### src/rtl/grf_writeback.sv
// grf_writeback: 32x32-bit general register file for the single-cycle MIPS datapath.
// Sits downstream of the write-data select mux and feeds the decode/ALU side.
//
// Parameters:
//   BYPASS - 1: a same-cycle write to a read address forwards WD onto that read port
//            0: read ports show stored contents only
//   TRACE  - 1: print a trace line on every write-enabled clock edge (simulation only)
//
// Ports:
//   clk    - system clock, state updates on the rising edge
//   reset  - asynchronous active-high reset, clears every register
//   WE     - write enable
//   A1, A2 - read addresses (rs, rt)
//   A3     - write address
//   WD     - write data
//   pc     - PC of the writing instruction, used by the trace only
//   RD1    - combinational read data for A1
//   RD2    - combinational read data for A2
module grf_writeback #(
  parameter bit BYPASS = 1'b0,
  parameter bit TRACE  = 1'b1
) (
  input  logic        clk,
  input  logic        reset,
  input  logic        WE,
  input  logic [4:0]  A1,
  input  logic [4:0]  A2,
  input  logic [4:0]  A3,
  input  logic [31:0] WD,
  input  logic [31:0] pc,
  output logic [31:0] RD1,
  output logic [31:0] RD2
);

  logic [31:0] regs_q [32];
  logic [31:0] regs_d [32];

  // A write only qualifies for a non-zero destination. WE is tested first so
  // an X/Z address or data with WE=0 cannot reach the storage.
  logic wr_en;
  assign wr_en = WE && (A3 != 5'd0);

  always_comb begin
    regs_d = regs_q;
    if (wr_en) begin
      regs_d[A3] = WD;
    end
    // $0 is hardwired; keep its storage at zero regardless of the decode above.
    regs_d[0] = 32'h0000_0000;
  end

  always_ff @(posedge clk or posedge reset) begin
    if (reset) begin
      regs_q <= '{default: 32'h0000_0000};
    end else begin
      regs_q <= regs_d;
    end
  end

  // Read ports: stored value, optionally overridden by a same-cycle write.
  // Reset forces zero so a forwarded WD cannot leak out while clearing.
  always_comb begin
    RD1 = (A1 == 5'd0) ? 32'h0000_0000 : regs_q[A1];
    if (BYPASS && wr_en && (A1 == A3)) begin
      RD1 = WD;
    end
    if (reset) begin
      RD1 = 32'h0000_0000;
    end
  end

  always_comb begin
    RD2 = (A2 == 5'd0) ? 32'h0000_0000 : regs_q[A2];
    if (BYPASS && wr_en && (A2 == A3)) begin
      RD2 = WD;
    end
    if (reset) begin
      RD2 = 32'h0000_0000;
    end
  end

`ifndef SYNTHESIS
  // Write trace; printed for A3=0 too, since the instruction did issue a write.
  if (TRACE) begin : g_trace
    always @(posedge clk) begin
      if (!reset && WE) begin
        $display("@%h: $%d <= %h", pc, A3, WD);
      end
    end
  end
`endif

endmodule

### config.mk
export PLATFORM = sky130hd
export DESIGN_NAME = grf_writeback
export DESIGN_NICKNAME = d
export VERILOG_FILES = /design/src/rtl/grf_writeback.sv
export SDC_FILE = /design/constraint.sdc
export NUM_CORES = 2
export LEC_CHECK = 0
export CAP_MARGIN = 10
export CORE_AREA = 2 2 291 293
export CTS_BUF_LIST = sky130_fd_sc_hd__clkbuf_8
export DETAILED_ROUTE_END_ITERATION = 8
export DIE_AREA = 0 0 293 295
export GPL_ROUTABILITY_DRIVEN = 0
export PLACE_DENSITY = 0.83
export SYNTH_ARGS = -nofsm -noshare
export SYNTH_HDL_FRONTEND = slang
export SYNTH_SLANG_ARGS = --single-unit
### constraint.sdc
create_clock -name clk -period 95.8 [get_ports clk]
set_input_delay 28.74 -clock clk [delete_from_list [all_inputs] [get_ports clk]]
set_output_delay 28.74 -clock clk [all_outputs]
set_load 0.01 [all_outputs]
==> impl_results.md <==
* Total congestion overflow at 0
* Slowest stage delay, CP at ~0.85 ns
* Clock Sinks at 992
* Register with the most flip-flops: regs_q
* Vias per inst at 7.63
* Status: finished, final reports clean
* Initial drt markers at 4576
* NumNets Final at approximately 3600
* Levels on crit path at 9
* Actual slew at the worst max-slew pin at around 1.3 ns
* Post-synthesis mux area share at 0.441
* Routed Antenna Nets at 0
* Startpoint Class: primary input
* P&R area growth vs syn at 8.86%
* Compound-Gate Fraction of Synth Area at 0.0406
* Core area at 83200 sq um
* LEAKAGE at 25.1 nW
* Cts hold-fix bufs at 0
* Synth Area in Adders at 0
* Crit end category: output port
* Max-cap violations at 0
* EDFF count, synth at 0
* Worst path top cell family by delay: buffers and inverters
* CTS resizes at 0
* Clock buffer depth at 3
* Pre-antenna DRT Iters at 8
* Port-buffer cells at 113
* Reg2reg path depth at 1
* CTS tree: done
* Routed Wire Length at roughly 160000 um
* Tot GR Track Use at 0.386
* Crit path to: RD2[7]
* CP most frequent cell: buf_4
* Worst skew pair latency at 0.83 ns
* FFs w/ async S/R, synth at 1.00
* Xor and xnor area share after synthesis at 0
* Avg Cell Area, Syn at 15.2 sq um
* Max FFs per register at 992
* Sequential area share after synthesis at 0.463
* Synth Register Bits at 992
* Crit share post-route at 0.651
* Die area at 86400 sq um
* Hold Fails Final Rpt at 0
* Commonest non-fill, non-tap cells in the layout: 1083 x mux2_2, 992 x dfrtp_1, 441 x mux4_2, 215 x clkbuf_8, 128 x mux2i_1
* Chip height at 295 um
* Mapped Area at 53600 sq um
* Count of cell types in the netlist at 52
* PwrDens at 20.6 nW/um^2
* Num CTS Buffers at 163
* Antenna violations before repair at 15
* Initial core utilization at 0.644
* Post-synth top flop: dfrtp_1
* Crit path buffers/inverters at 5
* Clock transition at path regs at 0.06 ns
* Avg WL per Cell at approximately 35 um
* R2R setup slack at 94.97 ns
* Biggest regs: regs_q: 992 flops
* Fmax at 16.0 MHz
* Vias at between 30000 and 40000
* CP max FO at 45
* Slew headroom at 0.118
* I/O pins at 146
* Max Slew Vio Count at 0
* Core Rows at 106
* Largest net degree at the start of global routing at between 150 and 200
* Reg2reg end: regs_q[265]
* RSZ-0062 raised after global routing: false
* Post-layout util at 0.701
* Worst Hold Class: reg2reg
* Root Driver: clkbuf_8
* First-pass GRT wire length at 243000 um
* Final HPWL DP at 91300 um
* Syn. warnings at 0
* Placed cell count at roughly 4400
* Vias in the first global route at about 38000
* Sum Neg Setup Slack at 0 ns
* Syn_nets at 3596
* DRC errors left at 0
* Area fraction in and, or, nand and nor cells after synthesis at 0.0178
* CP max stage cell: a222oi_1
* Reg2reg start: regs_q[265]
* Worst hold slack at 0.520 ns
* Crit Path Class: in2out
* Cell count after synthesis at 3514
* Final setup violation count at 0
* Postcts setup bufs at 0
* Commonest non-fill, non-tap cell in the layout: mux2_2
* Req. time, crit path at about 67 ns
* Finished Layout Cells at 4695
* Die width at 293 um
* CP cell instances: buf_8 > buf_4 > buf_4 > buf_4 > mux4_2 > mux2_2 > nand2_1 > a222oi_1 > clkdlybuf4s50_1
* Largest family of logic cells by synthesized area: multiplexers
* Maximum VDD drop at 0.0129 mV
* Min cycle time layout at 62.39 ns
* Worst Skew at 0 ns
* Share of cells above drive strength 1 at 0.529
* H-Tree Depth at 4
* CP Launch Point: A2[0]
* Worst Path Arrival at 33.65 ns
area by class of cell:
class | count | area, sq um
inverters | 5 | 26.3
repair buffers | 191 | 1810
clock inverters | 75 | 393
diodes | 4 | 10.0
clock buffers | 214 | 2950
flip-flops and latches | 992 | 24800
multi-input cells | 2134 | 27000
well taps | 1080 | 1350
fillers | 5225 | 24800
kinds of logic after synthesis:
group                  count (synthesis)
multiplexers                        1660
flip-flops                           992
buffers and inverters                388
AND/OR/NAND/NOR                      183
AO/OA/AOI/OAI                        291
per-layer routing:
metal  global-route usage  vias to the layer above  routed length [um]
met5                    0                        -                 362
met4                0.215                       28                9720
met3                0.143                      662               21400
met2                0.576                     2581               74700
met1                0.495                    18800               58600
li1                     -                    13700                   -
worst min path at each step:
| stage | slack (ns) | startpoint | end | cells past startpoint |
|---|---|---|---|---|
| floorplan | 0.49 | regs_q[431] | regs_q[431] | 1 |
| global placement | 0.50 | regs_q[818] | regs_q[818] | 1 |
| detailed placement | 0.51 | regs_q[800] | regs_q[800] | 1 |
| CTS | 0.52 | regs_q[800] | regs_q[800] | 1 |
| global route | 0.53 | regs_q[556] | regs_q[556] | 1 |
| finish | 0.52 | regs_q[50] | regs_q[50] | 1 |
power breakdown:
part	switching, W	total (W)	internal, W
registers	0.0000624	0.000564	0.000502
logic	0.000104	0.000259	0.000155
clock network	0.000175	0.000379	0.000205
total	0.000341	0.00120	0.000861
Yosys cell counts, drive strengths merged, types with 4 or more instances:
library cell	count	area (sq um)
a2111oi	11	159
mux2i	128	1280
nor3b	5	48.8
o221ai	20	175
o2bb2ai	8	70.1
a222oi	37	370
inv	4	15.0
o21ai	24	120
nand2	62	233
mux4	449	10100
nand3b	6	45.0
a311o	10	100
a21oi	68	340
mux2	1083	12200
clkbuf	164	626
dfrtp	992	24800
nor3	16	110
nand3	11	55.1
a221oi	26	228
o211ai	39	293
o22ai	39	244
nor2	28	105
nor2b	32	208
buf	219	1350
nor4	10	62.6
through the flow:
step | total power [W] | instance area (sq um) | setup WS (ns)
finish | 0.00120 | 58300 | 33.41
global route | 0.00125 | 58300 | 33.14
CTS | 0.00120 | 58300 | 33.32
detailed placement | 0.000823 | 54900 | 33.33
global placement | 0.000796 | 54900 | 33.32
floorplan | 0.000751 | 53600 | 14.01
(Power assumes the default switching activity.)
